### src/rtl/spi_flash_resp_pkg.sv
// Shared constants and FSM state type for the SPI NOR flash responder.
package spi_flash_resp_pkg;

    localparam logic [7:0] CMD_READ      = 8'h03;
    localparam logic [7:0] CMD_FAST_READ = 8'h0B;
    localparam logic [7:0] CMD_DUAL_READ = 8'h3B;

    localparam int SPI_ADDR_BITS = 24;
    localparam int DUMMY_CYCLES  = 8;

    typedef enum logic [2:0] {
        ST_IDLE   = 3'd0,
        ST_CMD    = 3'd1,
        ST_ADDR   = 3'd2,
        ST_DUMMY  = 3'd3,
        ST_DATA   = 3'd4,
        ST_IGNORE = 3'd5
    } flash_state_e;

endpackage

### src/rtl/spi_flash_resp_pin_sync.sv
// Synchronizes csb/sck/io0 into clk_i and derives edge strobes from the last two stages.
module spi_pin_sync #(
    parameter int SYNC_STAGES = 2
) (
    input  logic clk_i,
    input  logic rst_n_i,
    input  logic csb_i,
    input  logic sck_i,
    input  logic io0_i,
    output logic io0_o,
    output logic sck_rise_o,
    output logic sck_fall_o,
    output logic csb_fall_o,
    output logic csb_rise_o
);

    logic [SYNC_STAGES-1:0] csb_q;
    logic [SYNC_STAGES-1:0] sck_q;
    logic [SYNC_STAGES-1:0] io0_q;

    // csb resets to 0 so a select already held low across reset never looks like a fresh fall.
    always_ff @(posedge clk_i or negedge rst_n_i) begin
        if (!rst_n_i) begin
            csb_q <= '0;
            sck_q <= '0;
            io0_q <= '0;
        end else begin
            csb_q <= {csb_q[SYNC_STAGES-2:0], csb_i};
            sck_q <= {sck_q[SYNC_STAGES-2:0], sck_i};
            io0_q <= {io0_q[SYNC_STAGES-2:0], io0_i};
        end
    end

    assign io0_o      = io0_q[SYNC_STAGES-1];
    assign sck_rise_o =  sck_q[SYNC_STAGES-2] & ~sck_q[SYNC_STAGES-1];
    assign sck_fall_o = ~sck_q[SYNC_STAGES-2] &  sck_q[SYNC_STAGES-1];
    assign csb_fall_o = ~csb_q[SYNC_STAGES-2] &  csb_q[SYNC_STAGES-1];
    assign csb_rise_o =  csb_q[SYNC_STAGES-2] & ~csb_q[SYNC_STAGES-1];

endmodule

### src/rtl/spi_flash_resp.sv
// SPI NOR flash responder serving 0x03/0x0B reads from a byte-wide synchronous memory.
// Define SPI_FLASH_RESP_DUAL_EN to add 0x3B dual-output read on io1/io0.
module spi_flash_resp
    import spi_flash_resp_pkg::*;
#(
    parameter int ADDR_W      = 16,
    parameter int SYNC_STAGES = 2
) (
    input  logic              clk_i,
    input  logic              rst_n_i,
    input  logic              spi_csb_i,
    input  logic              spi_clk_i,
    input  logic              spi_io0_i,
    output logic              spi_io0_o,
    output logic              spi_io0_oe_o,
    output logic              spi_io1_o,
    output logic              spi_io1_oe_o,
    output logic              mem_rd_o,
    output logic [ADDR_W-1:0] mem_addr_o,
    input  logic [7:0]        mem_rdata_i,
    output logic              busy_o,
    output logic              cmd_err_o,
    output logic [2:0]        dbg_state_o
);

    logic io0_s, sck_rise, sck_fall, csb_fall, csb_rise;

    spi_pin_sync #(.SYNC_STAGES(SYNC_STAGES)) u_sync (
        .clk_i      (clk_i),
        .rst_n_i    (rst_n_i),
        .csb_i      (spi_csb_i),
        .sck_i      (spi_clk_i),
        .io0_i      (spi_io0_i),
        .io0_o      (io0_s),
        .sck_rise_o (sck_rise),
        .sck_fall_o (sck_fall),
        .csb_fall_o (csb_fall),
        .csb_rise_o (csb_rise)
    );

    flash_state_e      state, state_n;
    logic [4:0]        cnt;
    logic [6:0]        op_sr;
    logic [7:0]        op_next;
    logic [ADDR_W-1:0] addr_sr, addr_q;
    logic [7:0]        sr;
    logic              with_dummy, dual_mode;
    logic              rd_q, load_q, io1_q, io1_oe_q, cmd_err_q;
    logic              first_rd, next_rd, cmd_err_n, op_ok;
    logic [4:0]        byte_last;

    assign op_next   = {op_sr, io0_s};
    assign byte_last = dual_mode ? 5'd3 : 5'd7;

    always_ff @(posedge clk_i or negedge rst_n_i) begin
        if (!rst_n_i) state <= ST_IDLE;
        else          state <= state_n;
    end

    always_comb begin
        state_n   = state;
        first_rd  = 1'b0;
        next_rd   = 1'b0;
        cmd_err_n = 1'b0;
        op_ok     = (op_next == CMD_READ) || (op_next == CMD_FAST_READ);
`ifdef SPI_FLASH_RESP_DUAL_EN
        if (op_next == CMD_DUAL_READ) op_ok = 1'b1;
`endif
        if (state != ST_IDLE && csb_rise) begin
            state_n = ST_IDLE;
        end else begin
            case (state)
                ST_IDLE: if (csb_fall) state_n = ST_CMD;
                ST_CMD: begin
                    if (sck_rise && cnt == 5'd7) begin
                        if (op_ok) begin
                            state_n = ST_ADDR;
                        end else begin
                            state_n   = ST_IGNORE;
                            cmd_err_n = 1'b1;
                        end
                    end
                end
                ST_ADDR: begin
                    if (sck_rise && cnt == 5'(SPI_ADDR_BITS - 1)) begin
                        first_rd = 1'b1;
                        state_n  = with_dummy ? ST_DUMMY : ST_DATA;
                    end
                end
                ST_DUMMY: if (sck_rise && cnt == 5'(DUMMY_CYCLES - 1)) state_n = ST_DATA;
                ST_DATA:  if (sck_rise && cnt == byte_last) next_rd = 1'b1;
                default: ;
            endcase
        end
    end

    // Memory port: mem_rd_o/mem_addr_o are valid together for one cycle; data is taken the cycle after.
    always_ff @(posedge clk_i or negedge rst_n_i) begin
        if (!rst_n_i) begin
            cnt        <= '0;
            op_sr      <= '0;
            with_dummy <= 1'b0;
            addr_sr    <= '0;
            addr_q     <= '0;
            rd_q       <= 1'b0;
            load_q     <= 1'b0;
            sr         <= '0;
            io1_q      <= 1'b0;
            io1_oe_q   <= 1'b0;
            cmd_err_q  <= 1'b0;
        end else begin
            rd_q      <= first_rd | next_rd;
            load_q    <= rd_q;
            cmd_err_q <= cmd_err_n;

            if (state_n != state || next_rd) cnt <= '0;
            else if (sck_rise)               cnt <= cnt + 5'd1;

            if (state == ST_CMD && sck_rise) op_sr <= op_next[6:0];
            if (state == ST_CMD && state_n == ST_ADDR) with_dummy <= (op_next != CMD_READ);

            // Only the low ADDR_W address bits survive the 24-bit shift.
            if (state == ST_ADDR && sck_rise) addr_sr <= {addr_sr[ADDR_W-2:0], io0_s};
            if (first_rd)     addr_q <= {addr_sr[ADDR_W-2:0], io0_s};
            else if (next_rd) addr_q <= addr_q + ADDR_W'(1);

            if (load_q)
                sr <= mem_rdata_i;
            else if (state == ST_DATA && sck_fall)
                sr <= dual_mode ? {sr[5:0], 2'b00} : {sr[6:0], 1'b0};

            if (state != ST_DATA || state_n != ST_DATA) begin
                io1_q    <= 1'b0;
                io1_oe_q <= 1'b0;
            end else if (sck_fall) begin
                io1_q    <= sr[7];
                io1_oe_q <= 1'b1;
            end
        end
    end

`ifdef SPI_FLASH_RESP_DUAL_EN
    logic io0_q, io0_oe_q, dual_q;

    always_ff @(posedge clk_i or negedge rst_n_i) begin
        if (!rst_n_i) begin
            dual_q   <= 1'b0;
            io0_q    <= 1'b0;
            io0_oe_q <= 1'b0;
        end else begin
            if (state == ST_CMD && state_n == ST_ADDR) dual_q <= (op_next == CMD_DUAL_READ);
            if (!dual_q || state != ST_DATA || state_n != ST_DATA) begin
                io0_q    <= 1'b0;
                io0_oe_q <= 1'b0;
            end else if (sck_fall) begin
                io0_q    <= sr[6];
                io0_oe_q <= 1'b1;
            end
        end
    end

    assign dual_mode    = dual_q;
    assign spi_io0_o    = io0_q;
    assign spi_io0_oe_o = io0_oe_q;
`else
    assign dual_mode    = 1'b0;
    assign spi_io0_o    = 1'b0;
    assign spi_io0_oe_o = 1'b0;
`endif

    assign spi_io1_o    = io1_q;
    assign spi_io1_oe_o = io1_oe_q;
    assign mem_rd_o     = rd_q;
    assign mem_addr_o   = addr_q;
    assign cmd_err_o    = cmd_err_q;
    assign busy_o       = (state != ST_IDLE);
    assign dbg_state_o  = state;

endmodule

### config.mk
export PLATFORM = sky130hd
export DESIGN_NAME = spi_flash_resp
export DESIGN_NICKNAME = d
export VERILOG_FILES = /design/src/rtl/spi_flash_resp_pkg.sv /design/src/rtl/spi_flash_resp_pin_sync.sv /design/src/rtl/spi_flash_resp.sv
export SDC_FILE = /design/constraint.sdc
export NUM_CORES = 1
export LEC_CHECK = 0
export ABC_CLOCK_PERIOD_IN_PS = 2150
export CAP_MARGIN = 5
export CORE_UTILIZATION = 40
export DETAILED_ROUTE_END_ITERATION = 12
export PLACE_DENSITY_LB_ADDON = 0.08
export SYNTH_ARGS = -nofsm -noshare
export SYNTH_HDL_FRONTEND = slang
export SYNTH_SLANG_ARGS = --single-unit
### constraint.sdc
create_clock -name clk_i -period 2.15 [get_ports clk_i]
set_clock_uncertainty 0.2 [all_clocks]
set_input_delay 0.3225 -clock clk_i [delete_from_list [all_inputs] [get_ports clk_i]]
set_output_delay 0.3225 -clock clk_i [all_outputs]
set_load 0.01 [all_outputs]
# ---- Word level (Yosys, flattened, before mapping)
# Index checks and enable logic that the tools add are counted.
dict set report word_totals {
  word_cells 83
  ff_bits 66
  input_bits 13
  out_inout_bits 26
}
dict set report classes {
  eq_ne 13
  n_mux 28
  addsub 2
  reduce_logical 16
  bitwise 9
}
# operator count
set op_table {}
lappend op_table {{$mux W16} 2}
lappend op_table {{$mux W3} 7}
lappend op_table {{$add A16 B1 Y16 const B} 1}
lappend op_table {{$mux W8} 2}
lappend op_table {{$mux W1} 14}
lappend op_table {{$pmux W3 S4} 1}
lappend op_table {{$mux W5} 2}
lappend op_table {{$eq A3 B2 Y1 const B} 3}
lappend op_table {{$eq A8 B2 Y1 const B} 1}
lappend op_table {{$eq A8 B4 Y1 const B} 1}
lappend op_table {{$ne A8 B2 Y1 const B} 1}
lappend op_table {{$reduce_bool A2 Y1} 4}
lappend op_table {{$logic_and A1 B1 Y1} 7}
lappend op_table {{$ne A3 B3 Y1 const B} 2}
lappend op_table {{$add A5 B1 Y5 const B} 1}
lappend op_table {{$eq A5 B3 Y1 const B} 1}
lappend op_table {{$eq A5 B5 Y1 const B} 1}
lappend op_table {{$and A1 B1 Y1} 4}
lappend op_table {{$not A1 Y1} 4}
lappend op_table {{$eq A3 B1 Y1 const B} 1}
lappend op_table {{$eq A3 B3 Y1 const B} 1}
lappend op_table {{$logic_not A3 Y1} 1}
lappend op_table {{$logic_or A1 B1 Y1} 3}
lappend op_table {{$ne A3 B3 Y1} 1}
lappend op_table {{2 further kinds} 2}

# ---- Longest topological paths before layout
# Gate-level depths: netlist of run 1.
dict set report logic_depth {
  depth_word 9
  ltp_mapped 8
  mapped_depth_nobuf 6
}

# ---- Hierarchy
# From an unflattened synthesis of run 1, not the netlist that was laid out.
dict set report unflattened {
  hier_cells 307
  area_unflattened_um2 3276.9
}
# mod seq_area_each_um2 cells_each area_each_um2 n_inst
set by_module_without_submodules {}
lappend by_module_without_submodules {spi_flash_resp 1501.4 297 3091.7 1}
lappend by_module_without_submodules {spi_pin_sync 150.1 10 185.2 1}

# ---- Worst setup path before layout of run 1
# OpenSTA, ideal clock, no wires.
dict set report synth_path {
  kind {flip-flop to flip-flop}
  start {register state[0] (netlist: dbg_state_o[0])}
  end {register addr_q[4] (netlist: mem_addr_o[4])}
  required_time_ns 1.812
  setup_time_ns 0.138
  arrival_time_ns 1.752
  slack_ns 0.060
  path_buffers 2
  stages_incl_launch_ff 8
  path_cell_list {dfrtp_1 > buf_6 > or3b_4 > nor4_4 > nor2_2 > buf_6 > o21ai_1 > o311ai_1}
}
dict set report synth_via {
  elab_chain_cells 4
  word_cells_on_any_way 10
  classes_between {eq/ne: 2; mux: 5; reduce/logical: 3}
}
# item line
set synth_rtl {}
lappend synth_rtl {{from (decl)} spi_flash_resp.sv:41} ;# flash_state_e state, state_n;
lappend synth_rtl {{from (signal assigned)} spi_flash_resp.sv:57} ;# else state <= state_n;
lappend synth_rtl {{$eq A3 B2 Y1 (tied with other cells)} spi_flash_resp.sv:72} ;# case (state)
lappend synth_rtl {{$mux W1 / $logic_and A1 B1 Y1 (equally long branches)} {spi_flash_resp.sv:72, spi_flash_resp.sv:69}}
lappend synth_rtl {{$mux W1} spi_flash_resp.sv:69} ;# if (state != ST_IDLE && csb_rise) begin
lappend synth_rtl {{$mux W16 / $reduce_bool A2 Y1 (equally long branches)} n/a}
lappend synth_rtl {{to (signal assigned)} spi_flash_resp.sv:124} ;# if (first_rd) addr_q <= {addr_sr[ADDR_W-2:0], io0_s};
lappend synth_rtl {{to (signal assigned)} spi_flash_resp.sv:125} ;# else if (next_rd) addr_q <= addr_q + ADDR_W'(1);
lappend synth_rtl {{to (decl)} spi_flash_resp.sv:45} ;# logic [ADDR_W-1:0] addr_sr, addr_q;
# Parallel ways exist; a longest one is shown, timed or not.
# A chain may end at the register's enable or synchronous reset.

# ---- Worst setup path in the final report of run 1
dict set report layout_path {
  start {register cnt[0]}
  end {register cnt[4]}
}
dict set report layout_via {
  elab_chain_cells 8
  word_cells_on_any_way 18
  classes_between {add/sub: 1; eq/ne: 3; mux: 10; reduce/logical: 4}
}
# item line
set layout_rtl {}
lappend layout_rtl {{from (decl)} spi_flash_resp.sv:42} ;# logic [4:0] cnt;
lappend layout_rtl {{from (signal assigned)} spi_flash_resp.sv:117} ;# else if (sck_rise) cnt <= cnt + 5'd1;
lappend layout_rtl {{$eq A5 B3 Y1 / $eq A5 B5 Y1 (equally long branches)} n/a}
lappend layout_rtl {{$logic_and A1 B1 Y1, on equally long branches} n/a}
lappend layout_rtl {{$mux W3, on equally long branches} {spi_flash_resp.sv:90, spi_flash_resp.sv:75, spi_flash_resp.sv:85}}
lappend layout_rtl {{$pmux W3 S4} spi_flash_resp.sv:72}
lappend layout_rtl {{$mux W3} spi_flash_resp.sv:69}
lappend layout_rtl {{$ne A3 B3 Y1} spi_flash_resp.sv:116} ;# if (state_n != state || next_rd) cnt <= '0;
lappend layout_rtl {{$logic_or A1 B1 Y1} spi_flash_resp.sv:116}
lappend layout_rtl {{$mux W5 / $reduce_bool A2 Y1 (equally long branches)} n/a}
# Parallel ways exist; a longest one is shown, timed or not. The select of a mux whose other input is x is not followed.

==> out/results.tsv, run 1 <==
metric	value	unit
final worst path period share	0.9455	
number of remaining DRC errors	0	
largest net degree at the start of global routing	67	
clock share of power	0.423	
design area	0.003953	sq mm
DR vias/cell	5.341	
Clock Sinks	66	
Max Slew Vio Count	0	
FF-to-FF End	cnt[4]$_DFFE_PN0P_	
Nets	365	
crit path buf inv count	1	
GRT overflow	0	
final setup fails	0	
CTS Buf Count	9	
maximum clock rate	491.9	MHz
highest-delay cell along the critical path	dfrtp_1	
via count	2425	
Core Box Area	0.007408	sq mm
placed instance area	0.003692	sq mm
post-place setup slack	-22.92	ps
Die ar.	0.008181	sq mm
Multi-input gate area	0.001413	sq mm
Unique masters post-synth	48	
hold crit path type	reg2reg	
PortBufs	36	
final hold vios	0	
FF-to-FF path depth	7	
sequential area share after synthesis	0.5278	
Synth Area in Compound Gates	0.1144	
H-tree Lvls	3	
Cell Rows	31	
CTS tree	done	
Boundary Pins	39	
worst-path cell chain	ha_2, nand4b_4, nor3_1, nand4_1, o211ai_1, buf_4, nor4_1	
Adder-Cell Fraction of Synth Area	0.007997	
synthesized netlist cell count	294	
Hold Path Origin	u_sync.io0_q[0]$_DFF_PN0_	
Worst Hold Depth	0	
TritonRoute pass-1 iters	4	
syn avg cell area	10.64	sq um
width of the chip	90.45	um
first-pass GRT wire length	11760	um
largest family of logic cells by synthesized area	simple AND/OR/NAND/NOR gates	
routability cong.	0.8307	
detailed placer's ending HPWL	4390	um
Worst setup SP type	flip-flop	
worst-path fanout max	7	
Reg-to-Reg Start	cnt[0]$_DFFE_PN0P_	
number of antenna violations at the first check in global routing	0	
WP data required	2160	ps
internal power	1.944	mW
delay-heaviest family, CP	simple AND/OR/NAND/NOR gates	
Initial Utilization	0.4224	
vias in the first global route	2412	
Layout area overhead	26.31	%
Reg2Reg Setup Slack	120	ps
all-layer global routing usage	0.1810	
Post-Synthesis Cell Area	0.003129	sq mm
CP endpoint kind	flip-flop	
share of power burned in registers	0.516	
clk slew on worst S/H paths	70	ps
critical path class	reg2reg	
Sequential Area	0.001653	sq mm
routed wire length	6695	um
Layout fillers	680	
Max Cap Violations	0	
status	finished clean	
Die H	90.45	um
hold endpoint	u_sync.io0_q[1]$_DFF_PN0_	
antenna fix cells	0	
Critical Path AT	2040	ps
VDD IR max	0.2881	mV
critical path's largest stage delay	390	ps
YS warnings	0	
Final min period	2033	ps
post-route ant nets	0	
#FFs+latches synth	66	
Net Sw Frac	0.2253	
Pleak	1.774	nW
ratio of cells with drive above 1 in the final layout	0.2028	
per-cell routed wire length	14.75	um
mux cell area share after synthesis	0.1148	
Sw Pwr	0.5652	mW
root buf cell	clkbuf_8	
pwr dens	634.8	mW/mm^2
post-synthesis xor/xnor area fraction	0.01679	
clock buffer depth	2	
crit path setup slack, layout	117.2	ps
Comb pwr share	0.061	
Clock Latency Late Sink	340	ps
simple logic cell fraction of the synthesized area	0.1879	
DR iter-0 viols	147	
-- per-layer routing --
metal	vias up	GRT usage	wire, um
met2	47	0.2716	2999
met5	-	0	0
li1	1187	-	-
met3	5	0.04209	244
met4	0	0.06855	61
met1	1186	0.2539	3389
-- logic make-up (layout without fill, tap and decap cells) --
logic type	after synthesis	count (layout)
buffers and inverters	17	77
multiplexers	33	33
AO/OA/AOI/OAI	58	58
other	1	2
AND/OR/NAND/NOR	111	111
flip-flops	66	66
adder cells (fa/ha/maj)	2	2
XOR/XNOR	6	6
-- state kept, by name (all words and copies together) (netlist names) --
signal and count:
addr_sr 15, cmd_err_o 1, cnt 5, dbg_state_o 3
load_q 1, mem_addr_o 16, mem_rd_o 1, op_sr 7
spi_io1_o 1, spi_io1_oe_o 1, sr 8, u_sync.csb_q 2
u_sync.io0_q 2, u_sync.sck_q 2, with_dummy 1
-- per-stage QoR --
stage / cells / hold slack (ps) / utilization / total power, mW / setup TNS (ps)
final: 454 / 149.4 / 0.5335 / 2.509 / 0
after global routing: 454 / 159.2 / 0.5335 / 2.627 / -2.801
after CTS: 451 / 153.5 / 0.5286 / 2.531 / 0
after detailed placement: 434 / 138.1 / 0.4984 / 1.454 / -69.18
after global placement: 434 / 133.7 / 0.4984 / 1.450 / 0
after floorplan: 295 / -173.1 / - / 1.381 / 0
-- worst max path at each step --
stage	to	cells past startpoint	startpoint
final	cnt[4]$_DFFE_PN0P_	7	cnt[0]$_DFFE_PN0P_
after global placement	cnt[4]$_DFFE_PN0P_	5	u_sync.csb_q[1]$_DFF_PN0_
after detailed placement	cnt[4]$_DFFE_PN0P_	5	cnt[0]$_DFFE_PN0P_
after floorplan	mem_addr_o[4]$_DFFE_PN0P_	7	dbg_state_o[0]$_DFF_PN0_
after global routing	mem_addr_o[10]$_DFFE_PN0P_	7	cnt[0]$_DFFE_PN0P_
after CTS	mem_addr_o[11]$_DFFE_PN0P_	7	cnt[0]$_DFFE_PN0P_
-- worst register-to-register path, delay by kind of cell, from the launching register on --
family | cells | cell delay, ps
fa+ha+maj | 1 | 240
buf+inv | 1 | 170
simple gates | 4 | 770
compound gates | 1 | 150
flops | 1 | 390
-- power groups by stage --
stage | registers [mW] | logic, mW | clock network, mW
5_1_grt | 1.30 | 0.172 | 1.16
3_5_place_dp | 1.32 | 0.137 | 0
3_3_place_gp | 1.31 | 0.135 | 0
2_1_floorplan | 1.31 | 0.0682 | 0
6_report | 1.29 | 0.152 | 1.06
4_1_cts | 1.29 | 0.140 | 1.10
-- final cells by class --
type                       instances  share of cell area
clock buffer                      12             0.03925
inverter                           3            0.002849
tap                               99             0.03134
timing repair buffer              58              0.1383
sequential                        66              0.4182
multi-input combinational        212              0.3574
clock inverter                     4             0.01266
-- cells in the final DEF (no fill, tap or decap), types with 2 or more instances in the layout --
cell type        count
nor2_1              18
and3_1               4
nand4_1              8
nor2b_1              2
clkinvlp_4           2
o21ai_0             15
nor4_1               6
and4_1               2
nand2b_1             2
mux2_2              23
nor3_1               6
o211ai_1             7
inv_1                3
a31oi_1              5
nor3b_1              2
o31ai_1              2
a21oi_1              8
buf_12               2
nand2_1             38
o21ai_1             10
buf_4               19
xor2_1               4
mux2i_1             10
o311ai_1             4
o311ai_0             3
nand3_1              9
clkbuf_8            11
xnor2_1              2
dfrtp_1             65
conb_1               2
nor2_2               2
clkdlybuf4s50_1     34
-- what timing repair did --
item,in CTS,in global routing
endpoints found under the hold margin,66,0
hold buffers,1,0
setup endpoints to repair,5,16
pin swaps,0,2
resized for setup,5,7
setup buffers,0,3
-- cells in the mapped netlist, drive strengths merged --
cell type / n / area [sq um]
o31ai: 2 / 15.01
and4: 2 / 17.52
nand4b: 2 / 32.53
and2: 1 / 6.260
nand2b: 2 / 12.51
nand3b: 1 / 7.510
mux2i: 10 / 100.1
nand4: 8 / 50.05
o311ai: 7 / 61.31
nor2b: 3 / 18.77
clkbuf: 5 / 20.01
or3b: 1 / 11.26
or2: 1 / 6.260
a221o: 1 / 10.01
and4b: 1 / 10.01
conb: 1 / 3.750
nor4: 7 / 58.81
buf: 9 / 60.05
inv: 3 / 11.26
o211ai: 7 / 52.55
xor2: 4 / 35.03
xnor2: 2 / 17.52
a22oi: 1 / 7.510
mux2: 23 / 259.0
a31oi: 5 / 31.28
ha: 2 / 25.02
nand3: 9 / 45.04
nand2: 38 / 142.6
nor4bb: 1 / 10.01
a21oi: 8 / 40.04
o22ai: 1 / 6.260
a32oi: 1 / 8.760
or4: 1 / 7.510
and3: 4 / 25.02
nor3: 6 / 30.03
nor2: 21 / 81.33
nor3b: 2 / 15.01
o21ai: 25 / 125.1
dfrtp: 66 / 1652
Power figures use the tool's default switching activity.
==> run 2: changes to the inputs <==
--- a/config.mk
+++ b/config.mk
@@ -9,6 +9,7 @@
 export CAP_MARGIN = 5
 export CORE_UTILIZATION = 40
 export DETAILED_ROUTE_END_ITERATION = 12
+export GPL_TIMING_DRIVEN = 0
 export PLACE_DENSITY_LB_ADDON = 0.08
 export SYNTH_ARGS = -nofsm -noshare
 export SYNTH_HDL_FRONTEND = slang
==> out/results.tsv, run 2 (synthesis gave the netlist of run 1 again) <==
metric	value	unit	change
final worst path period share	0.9589		+0.01342
Final min period	2062	ps	+28.84 ps
final setup fails	0		unchanged
hold crit path type	reg2reg		
worst-margin pin slew	814.7	ps	
delay-heaviest family, CP	simple AND/OR/NAND/NOR gates		
highest-delay cell along the critical path	nor4_4		
largest net degree at the start of global routing	67		unchanged
design area	0.004008	sq mm	+1.4%
TritonRoute pass-1 iters	4		unchanged
placed instance area	0.003615	sq mm	-2.1%
Max Cap Violations	0		unchanged
crit path setup slack, layout	88.32	ps	-28.84 ps
Clock Sinks	66		unchanged
CP startpoint	cnt[0]$_DFFE_PN0P_		
final hold vios	0		unchanged
Worst setup SP type	flip-flop		
ratio of cells with drive above 1 in the final layout	0.2185		+0.01567
commonest cells after routing, fill and taps aside	66 x dfrtp_1, 38 x nand2_1, 35 x clkdlybuf4s50_1		
Reg-to-Reg Start	cnt[0]$_DFFE_PN0P_		
routed wire length	6908	um	+3.2%
maximum clock rate	485.0	MHz	-1.4%
Rel. slew slack	0.4568		
CTS tree	done		
Die H	90.45	um	unchanged
Critical Path AT	2090	ps	+50 ps
TNS Setup	0	ps	unchanged
Layout area overhead	28.07	%	
VDD IR max	0.3716	mV	+29%
DR iter-0 viols	136		-7.5%
critical path class	reg2reg		
total power	2.663	mW	+6.1%
vias in the first global route	2305		-4.4%
worst-path cell chain	ha_2, nand4b_4, nor4_4, nor2_4, buf_4, a221o_1		
WP data required	2170	ps	about the same
CP endpoint kind	flip-flop		
via count	2466		+1.7%
post-route ant nets	0		unchanged
all-layer global routing usage	0.1771		-0.003869
post-place setup slack	-312.5	ps	-289.6 ps
GRT overflow	0		unchanged
Layout fillers	668		-1.8%
Core Box Area	0.007408	sq mm	unchanged
antenna fix cells	0		unchanged
worst-path fanout max	7		unchanged
Max Slew Vio Count	0		unchanged
Cell Rows	31		unchanged
per-cell routed wire length	15.15	um	+2.7%
Hold Path Origin	u_sync.io0_q[0]$_DFF_PN0_		
number of remaining DRC errors	0		unchanged
clock buffer depth	2		unchanged
routability cong.	0.7761		-6.6%
root buf cell	clkbuf_8		
Nets	367		+0.55%
first-pass GRT wire length	11360	um	-3.5%
CTS Buf Count	9		unchanged
Clock Latency Late Sink	340	ps	about the same
clk slew on worst S/H paths	70	ps	about the same
commonest non-fill, non-tap cell in the layout	dfrtp_1		
DR vias/cell	5.408		+1.2%
Die ar.	0.008181	sq mm	unchanged
Initial Utilization	0.4224		unchanged
H-tree Lvls	3		unchanged
Pleak	1.780	nW	+0.36%
pwr dens	664.4	mW/mm^2	+4.7%
number of antenna violations at the first check in global routing	0		unchanged
crit path buf inv count	1		unchanged
Largest register FFs	16		unchanged
hold slack	151.1	ps	+1.713 ps
Boundary Pins	39		unchanged
status	finished clean		
PortBufs	36		unchanged
detailed placer's ending HPWL	4466	um	+1.7%
width of the chip	90.45	um	unchanged
critical path's largest stage delay	400	ps	about the same
run 2: cell types whose count changed in the layout (fill, tap and decap cells not counted), moves of 2 or more:
cell       delta
and4_1        -2
o21ai_1       -2
buf_12        -2
clkbuf_8      -2
nor3_1        -2
buf_4         -5
clkbuf_1      +2
bufinv_16     +2
buf_2         +3
nor3_2        +2
buf_6         +3
run 2: worst paths after layout:
kind / slack [ps] / end / depth (start not counted)
min reg2reg: 150 / u_sync.io0_q[1]$_DFF_PN0_ / 0
min in group asynchronous: 430 / cmd_err_o$_DFF_PN0_ / 2
max: 90 / mem_addr_o[0]$_DFFE_PN0P_ / 6
max reg2reg: 90 / mem_addr_o[0]$_DFFE_PN0P_ / 6
max in group asynchronous: 810 / mem_addr_o[6]$_DFFE_PN0P_ / 2
min: 150 / u_sync.io0_q[1]$_DFF_PN0_ / 0
run 2: per-layer routing:
| metal | vias up | GRT usage | wire, um |
|---|---|---|---|
| li1 | 1188 | - | - |
| met4 | 0 | 0.07661 | 97 |
| met1 | 1219 | 0.2550 | 3474 |
| met5 | - | 0 | 0 |
| met2 | 50 | 0.2494 | 3024 |
| met3 | 9 | 0.04714 | 311 |
run 2: power breakdown:
group | switching [mW] | total [mW] | internal (mW)
clock network | 0.458 | 1.23 | 0.769
logic | 0.0723 | 0.141 | 0.0691
registers | 0.0244 | 1.29 | 1.27
run 2: cell type report:
| type | count | area (sq um) | share of cell area |
|---|---|---|---|
| multi-input cells | 212 | 1455 | 0.3631 |
| clock buffers | 11 | 131.4 | 0.03278 |
| flip-flops and latches | 66 | 1652 | 0.4121 |
| clock inverters | 5 | 102.6 | 0.02560 |
| well taps | 99 | 123.9 | 0.03091 |
| repair buffers | 47 | 446.7 | 0.1115 |
| inverters | 3 | 11.26 | 0.002810 |
| plain buffers | 13 | 85.08 | 0.02123 |
run 2: through the flow:
step | util | std cells
final | 0.5410 | 456
after global routing | 0.5410 | 456
after CTS | 0.5291 | 451
after detailed placement | 0.4879 | 430
after global placement | 0.4883 | 430
after floorplan | - | 295
run 2: what timing repair did:
action	CTS	global route
gates resized for setup	11	22
setup endpoints to repair	32	32
buffers inserted	4	5
cloned	0	1
endpoints found under the hold margin	66	0
pin swaps	1	3
hold buffers	1	0
